## src/rtl/detector_jogada_pkg.sv

```systemverilog
// Shared game constants for the key-input stage: FSM state codes and default sizes.
package detector_jogada_pkg;

    localparam int WIDTH_DEF           = 4;
    localparam int DEBOUNCE_CYCLES_DEF = 4;

    typedef enum logic [1:0] {
        OCIOSO        = 2'd0,
        ESTABILIZA    = 2'd1,
        REGISTRA      = 2'd2,
        ESPERA_SOLTAR = 2'd3
    } estado_t;

endpackage

```

## src/rtl/detector_jogada_contador_debounce.sv

```systemverilog
// Debounce counter: synchronous clear wins over enable; fim flags the last count before wrap.
module contador_debounce #(
    parameter int MODULO = 4
) (
    input  logic clock,
    input  logic reset,
    input  logic limpa,
    input  logic conta,
    output logic fim
);

    localparam int CNT_W = (MODULO > 2) ? $clog2(MODULO) : 1;

    logic [CNT_W-1:0] cnt;

    always_ff @(posedge clock or negedge reset) begin
        if (!reset) begin
            cnt <= '0;
        end else if (limpa) begin
            cnt <= '0;
        end else if (conta) begin
            cnt <= cnt + CNT_W'(1);
        end
    end

    assign fim = (cnt == CNT_W'(MODULO - 1));

endmodule

```

## src/rtl/detector_jogada.sv

```systemverilog
// Key-play detector: debounces chaves, emits one jogada_feita per press, waits for full release.
// Optional JOGADA_ONE_HOT_EN rejects multi-key plays via a one-cycle invalida strobe.
module detector_jogada
    import detector_jogada_pkg::*;
#(
    parameter int DEBOUNCE_CYCLES = DEBOUNCE_CYCLES_DEF,
    parameter int WIDTH           = WIDTH_DEF
) (
    input  logic             clock,
    input  logic             reset,
    input  logic [WIDTH-1:0] chaves,
    input  logic             habilita,
    output logic [WIDTH-1:0] jogada,
    output logic             jogada_feita,
    output logic             invalida,
    output logic [3:0]       db_estado
);

    estado_t          estado;
    logic [WIDTH-1:0] amostra;
    logic             chaves_zero;
    logic             iguais;
    logic             aceita;
    logic             cnt_conta;
    logic             cnt_limpa;
    logic             fim;

    assign chaves_zero = (chaves == '0);
    assign iguais      = (chaves == amostra);

`ifdef JOGADA_ONE_HOT_EN
    // amostra is never zero when this is consulted, so a single set bit is all we need to test
    assign aceita = ((amostra & (amostra - WIDTH'(1))) == '0);
`else
    assign aceita = 1'b1;
`endif

    // Counter only advances while a stable value (press or release) is being timed
    always_comb begin
        cnt_conta = 1'b0;
        case (estado)
            ESTABILIZA:    cnt_conta = habilita && !chaves_zero && iguais && !fim;
            ESPERA_SOLTAR: cnt_conta = chaves_zero && !fim;
            default:       cnt_conta = 1'b0;
        endcase
        cnt_limpa = !cnt_conta;
    end

    contador_debounce #(
        .MODULO(DEBOUNCE_CYCLES)
    ) u_contador (
        .clock(clock),
        .reset(reset),
        .limpa(cnt_limpa),
        .conta(cnt_conta),
        .fim  (fim)
    );

    always_ff @(posedge clock or negedge reset) begin
        if (!reset) begin
            estado       <= OCIOSO;
            amostra      <= '0;
            jogada       <= '0;
            jogada_feita <= 1'b0;
            invalida     <= 1'b0;
        end else begin
            jogada_feita <= 1'b0;
            invalida     <= 1'b0;
            case (estado)
                OCIOSO: begin
                    if (habilita && !chaves_zero) begin
                        estado  <= ESTABILIZA;
                        amostra <= chaves;
                    end
                end
                ESTABILIZA: begin
                    if (!habilita || chaves_zero) begin
                        estado <= OCIOSO;
                    end else if (!iguais) begin
                        amostra <= chaves;
                    end else if (fim) begin
                        // Strobes are set on entry so they are high exactly during REGISTRA
                        estado <= REGISTRA;
                        if (aceita) begin
                            jogada       <= amostra;
                            jogada_feita <= 1'b1;
                        end else begin
                            invalida <= 1'b1;
                        end
                    end
                end
                REGISTRA: begin
                    estado <= ESPERA_SOLTAR;
                end
                ESPERA_SOLTAR: begin
                    if (chaves_zero && fim) begin
                        estado <= OCIOSO;
                    end
                end
                default: begin
                    estado <= OCIOSO;
                end
            endcase
        end
    end

    assign db_estado = {2'b00, estado};

endmodule

```

## config.mk

```make
export PLATFORM = sky130hd
export DESIGN_NAME = detector_jogada
export DESIGN_NICKNAME = d
export VERILOG_FILES = /design/src/rtl/detector_jogada_pkg.sv /design/src/rtl/detector_jogada_contador_debounce.sv /design/src/rtl/detector_jogada.sv
export SDC_FILE = /design/constraint.sdc
export NUM_CORES = 1
export LEC_CHECK = 0
export ABC_AREA = 1
export CORE_UTILIZATION = 25
export DETAILED_ROUTE_END_ITERATION = 8
export HOLD_SLACK_MARGIN = 0.12
export SYNTH_ARGS = -nofsm -noshare
export SYNTH_HDL_FRONTEND = slang
export SYNTH_SLANG_ARGS = --single-unit
```

## constraint.sdc

```tcl
create_clock -name clock -period 1.3 [get_ports clock]
set_clock_uncertainty 0.15 [all_clocks]
set_input_delay 0.26 -clock clock [delete_from_list [all_inputs] [get_ports clock]]
set_output_delay 0.26 -clock clock [all_outputs]
set_load 0.01 [all_outputs]
```

==> results of run 1 <==
-- area by class of cell --
cell class                      count  area (µm²)  area share (%)
Inverter                           14        52.6            4.83
Timing Repair Buffer               34         248            22.8
Multi-Input combinational cell     73         398            36.6
Tap cell                           31        38.8            3.56
Sequential cell                    13         325            29.9
Clock buffer                        4        26.3            2.41
-- report_power, final --
part | switching [mW] | internal, mW | leakage [nW] | total [mW]
registers | 0.0256 | 0.435 | 0.172 | 0.460
clock network | 0.133 | 0.119 | 0.0150 | 0.252
logic | 0.187 | 0.160 | 0.441 | 0.347
-- worst max-delay path, stage by stage, from the launching register on --
cell	delay [ns]
dfrtp_1	0.40
nand2_1	0.08
nand2_1	0.09
nor2_4	0.17
nand3_4	0.14
nor2_4	0.19
nand2_1	0.08
nand2_1	0.06
-- per-layer routing --
layer / track usage, % / vias up / share of wire [%]
li1: - / 377 / -
met1: 15.7 / 314 / 47
met2: 17.8 / 20 / 46
met3: 4.99 / 2 / 6.9
met4: 3.14 / 0 / 0.47
met5: 0 / - / 0
-- kinds of logic (layout without fill, tap and decap cells) --
kind of cell | Yosys count | count (layout) | synth area share [%]
AOI/OAI and AO/OA | 3 | 3 | 1.97
adders and majority gates | 1 | 1 | 1.64
buffers and inverters | 17 | 52 | 9.85
DFF | 13 | 13 | 42.7
other | 1 | 3 | 0.492
and+or+nand+nor | 66 | 66 | 43.4
-- registers in the layout, indices dropped and copies added, names as in the netlist, named ones only --
signal and flops:
amostra 4, jogada_feita 1, estado 1, jogada 4, u_contador.cnt 2
-- worst paths after layout --
check	startpoint	endpoint	slack [ns]	cells after the start
setup / recovery	amostra[0]$_DFFE_PN0P_	jogada[3]$_DFFE_PN0P_	-0.10	7
hold / removal	reset	amostra[3]$_DFFE_PN0P_	0.13	2
setup reg to reg	amostra[0]$_DFFE_PN0P_	jogada[3]$_DFFE_PN0P_	-0.10	7
hold reg to reg	u_contador.cnt[0]$_DFF_PN0_	u_contador.cnt[0]$_DFF_PN0_	0.31	1
max in group asynchronous	reset	amostra[0]$_DFFE_PN0P_	0.70	2
min in group clock	chaves[2]	amostra[2]$_DFFE_PN0P_	0.27	3
-- cell usage in the layout (no fill, tap or decap), types with 2 or more instances in the layout --
cell / instances
buf_2: 6
buf_4: 21
clkbuf_4: 3
clkdlybuf4s50_1: 2
conb_1: 3
dfrtp_1: 13
dlygate4sd2_1: 4
inv_1: 13
nand2_1: 37
nand2_2: 7
nand3_1: 7
nor2_1: 5
nor2_4: 4
-- what timing repair did --
| action | 4_1_cts | 5_1_grt |
|---|---|---|
| pin swaps | 7 | 12 |
| endpoints found under the setup margin | 20 | 17 |
| resized for setup | 32 | 10 |
| buffers inserted | 5 | 4 |
-- per-stage QoR --
| stage | worst slack (ns) | util [%] |
|---|---|---|
| detailed placement | -0.507 | 35.6 |
| global placement | -0.516 | 35.6 |
| global route | -0.194 | 38.5 |
| finish | -0.102 | 38.5 |
| floorplan | 0.0170 | - |
| CTS | -0.0702 | 37.4 |
==> impl_metrics.env, run 1 <==
export IMPL_yosysMostFrequentCell="nand2_1"
export IMPL_cts_hold_buf=0
export IMPL_syn_area_um2=762
export IMPL_area_delta_synth_final_pct=42.9
export IMPL_timing_fmax_mhz=713
export IMPL_die_area_um2=3270
export IMPL_finalPower_mw=1.06
export IMPL_die_w_um=57.2
export IMPL_htree_num_levels=1
export IMPL_grt_pass1_wl_um=2950
export IMPL_vdd_ir_drop_max_mv=0.630
export IMPL_num_nets_final=147
export IMPL_worstPathArrival_ns=1.47
export IMPL_endpoint_kind="flop"
export IMPL_drtIter0Drc=22
export IMPL_critical_path_class="reg -> reg"
export IMPL_via_per_inst=4.22
export IMPL_fin_setup_tns_ns=-0.825
export IMPL_placed_cell_area_um2=1010
export IMPL_start_kind="flop"
export IMPL_leakage_nw=0.628
export IMPL_synth_top_cells_by_area="dfrtp_1 43%, nand2_1 20%, inv_1 6.9%, nand3_1 4.6%, nor2_4 4.4%"
export IMPL_core_area_um2=2830
export IMPL_numCtsBuffers=3
export IMPL_setup_violations=11
export IMPL_finalWorstSetupSlack_ns=-0.102
export IMPL_syn_inst=101
export IMPL_cts_root_buffer="clkbuf_4"
export IMPL_synth_edf_count=0
export IMPL_hp_class="in -> async"
export IMPL_cts_buffer_depth=2
export IMPL_clk_pin_slew_worst_paths_ns=0.08
export IMPL_drc=2
export IMPL_synth_main_ff_cell="dfrtp_1"
export IMPL_ys_types=18
export IMPL_diodes=0
export IMPL_ios=17
export IMPL_avgSynthCellArea_um2=7.54
export IMPL_grt_setup_unrepaired="true"
export IMPL_hold_violations=0
export IMPL_antenna_left=0
export IMPL_insertion_delay_ns=0.28
export IMPL_n_fill_cell=301
export IMPL_firstDrtPassIters=6
export IMPL_final_max_slew_viol_count=0
export IMPL_cap_viol_max_count=0
export IMPL_p_per_area_nw_per_um2=974
export IMPL_synth_seq_cells=13
export IMPL_yosysSeqAreaShare_pct=42.7
export IMPL_grt_pass1_vias=679
export IMPL_start_util_pct=26.9
export IMPL_hold_slack_ns=0.132
export IMPL_dpl_cell_count=156
export IMPL_wirelength_um=1690
export IMPL_cts_tree="yes"
export IMPL_port_buffers=13
export IMPL_yosys_warnings=0
export IMPL_grt_max_degree=14
export IMPL_critPathMaxFanout=7
export IMPL_antenna_found_initial=0
export IMPL_post_route_min_period_ns=1.40
export IMPL_die_h_um=57.2
export IMPL_synth_commonest_cells="41 x nand2_1, 14 x inv_1, 13 x dfrtp_1, 7 x nand3_1, 6 x nor2_1"
export IMPL_crit_required_ns=1.37
export IMPL_synth_async_reset_ratio_pct=100
export IMPL_violations="DRC, setup timing"
export IMPL_outcome="complete, but fails checks"
export IMPL_vias=713
export IMPL_synth_top_area_share_pct=42.7
export IMPL_dp_hpwl_um=1210
export IMPL_drive_gt1_share_pct=35.5
export IMPL_grt_remaining_overflow=0
export IMPL_rows=19
export IMPL_gp_congestion=0.748
export IMPL_track_usage_pct=11.8
export IMPL_final_area_um2=1090
export IMPL_cts_sink_count=13
export IMPL_stdcell_count=169
export IMPL_wl_per_cell_um=9.99
export IMPL_yosys_area_top_type="dfrtp_1"
export IMPL_timing_final_crit_share_pct=108
Note: power is estimated with default switching activity, not from simulation.
==> run 2, diff against run 1 <==
CORE_UTILIZATION = 43   (was 25)
PLACE_DENSITY = 0.73   (was unset)
==> impl_metrics.env, run 2 (same netlist as run 1, synthesis figures left out) <==
export IMPL_timing_final_crit_share_pct=108
export IMPL_die_w_um=44.1
export IMPL_drtIter0Drc=21
export IMPL_track_usage_pct=20.8
export IMPL_cts_sink_count=13
export IMPL_p_per_area_nw_per_um2=976
export IMPL_hp_class="in -> async"
export IMPL_cts_buffer_depth=2
export IMPL_cap_viol_max_count=0
export IMPL_worstPathArrival_ns=1.47
export IMPL_violations="setup timing"
export IMPL_drc=0
export IMPL_final_util_pct=68.3
export IMPL_grt_remaining_overflow=0
export IMPL_critPathMaxFanout=7
export IMPL_cts_tree="yes"
export IMPL_numCtsBuffers=3
export IMPL_dp_hpwl_um=1330
export IMPL_use_met3_pct=3.67
export IMPL_final_common_cell="nand2_1"
export IMPL_insertion_delay_ns=0.28
export IMPL_leakage_nw=0.618
export IMPL_grt_pass1_vias=710
export IMPL_vdd_ir_drop_max_mv=0.583
export IMPL_grt_met2_usage_pct=37.9
export IMPL_crit_required_ns=1.37
export IMPL_fin_setup_tns_ns=-0.782
export IMPL_port_buffers=13
export IMPL_area_delta_synth_final_pct=41.2
export IMPL_start_util_pct=48.3
export IMPL_outcome="complete, but fails checks"
export IMPL_finalWorstSetupSlack_ns=-0.102
export IMPL_cts_hold_buf=0
export IMPL_n_fill_cell=137
export IMPL_final_cell_mix="37 x nand2_1, 17 x buf_4, 13 x inv_1, 13 x dfrtp_1, 7 x nand2_2"
export IMPL_antenna_left=0
export IMPL_placed_cell_area_um2=980
export IMPL_ios=17
export IMPL_grt_met1_usage_pct=22.6
export IMPL_num_nets_final=145
export IMPL_drive_gt1_share_pct=34.6
export IMPL_critical_path_class="reg -> reg"
export IMPL_via_per_inst=4.90
export IMPL_final_area_um2=1080
export IMPL_timing_fmax_mhz=713
export IMPL_firstDrtPassIters=6
export IMPL_pre_cts_ws_ns=-0.505
export IMPL_grt_pass1_wl_um=2900
export IMPL_cts_root_buffer="clkbuf_4"
export IMPL_diodes=0
export IMPL_hold_violations=0
export IMPL_die_area_um2=1940
export IMPL_post_route_min_period_ns=1.40
export IMPL_htree_num_levels=1
export IMPL_gr_max_usage_layer="met2"
export IMPL_regArea_um2=325
export IMPL_multi_input_area_um2=412
export IMPL_final_max_slew_viol_count=0
export IMPL_hold_slack_ns=0.138
export IMPL_clk_pin_slew_worst_paths_ns=0.08
export IMPL_grt_setup_unrepaired="true"
export IMPL_grt_max_degree=14
export IMPL_antenna_found_initial=0
export IMPL_rows=14
export IMPL_die_h_um=44.1
export IMPL_gp_congestion=0.838
export IMPL_setup_violations=12
export IMPL_core_area_um2=1580
export IMPL_reg_top3="amostra: 4 flops, jogada: 4 flops, u_contador.cnt: 2 flops"
export IMPL_vias=745
export IMPL_endpoint_kind="flop"
export IMPL_wirelength_um=1870
export IMPL_start_kind="flop"
export IMPL_wl_per_cell_um=12.3
-- run 2: cell types whose count changed in the layout (fill, tap and decap cells not counted) --
cell	before	now
nand3_1	7	6
nor3_4	0	1
buf_4	21	17
buf_6	0	2
nor2_1	5	6
ha_4	0	1
nor3_2	1	0
nand3_2	0	1
nor2_4	4	3
ha_2	1	0
-- run 2: worst max-delay path, cell delays in order, from the launching register on --
cell and delay (ns):
dfrtp_1 0.40, inv_1 0.05, nand2_1 0.07, nand2_2 0.06
nor2_4 0.16, nand3_4 0.14, or2_1 0.25, nand2_1 0.06
-- run 2: final cells by class --
cell class / instances / area share, %
clock buffers: 4 / 2.44
inverters: 14 / 4.88
multi-input cells: 73 / 38.3
flip-flops and latches: 13 / 30.2
well taps: 16 / 1.86
repair buffers: 32 / 22.3
-- run 2: worst paths after layout --
path	slack, ns	depth (start not counted)	startpoint	end
max	-0.10	7	amostra[3]$_DFFE_PN0P_	flop
max reg2reg	-0.10	7	amostra[3]$_DFFE_PN0P_	flop
min in group clock	0.29	3	chaves[0]	amostra[0]$_DFFE_PN0P_
min reg2reg	0.35	1	u_contador.cnt[0]$_DFF_PN0_	u_contador.cnt[0]$_DFF_PN0_
min	0.14	2	reset	jogada[0]$_DFFE_PN0P_
max in group asynchronous	0.70	2	reset	jogada[3]$_DFFE_PN0P_
-- run 2: routing by layer --
metal,part of all wire (%),up-vias,wire (µm)
li1,-,367,-
met1,41,354,769
met2,53,18,997
met3,3.5,6,65
met4,2.1,0,40
met5,0,-,0
-- run 2: through the flow --
stage,total power [mW],instances
2_1_floorplan,0.635,103
3_3_place_gp,0.750,140
3_5_place_dp,0.760,140
4_1_cts,1.02,150
5_1_grt,1.11,152
6_report,1.05,152
-- run 2: timing repair --
action                                  4_1_cts  5_1_grt
resized for setup                            35       10
setup buffers                                 6        2
pin swaps                                     6        8
endpoints found under the setup margin       20       15
-- run 2: power by group --
part	leakage [nW]	switching [mW]	internal, mW
Combinational	0.432	0.191	0.143
Clock	0.0150	0.139	0.119
Sequential	0.172	0.0242	0.435
Total	0.618	0.354	0.697
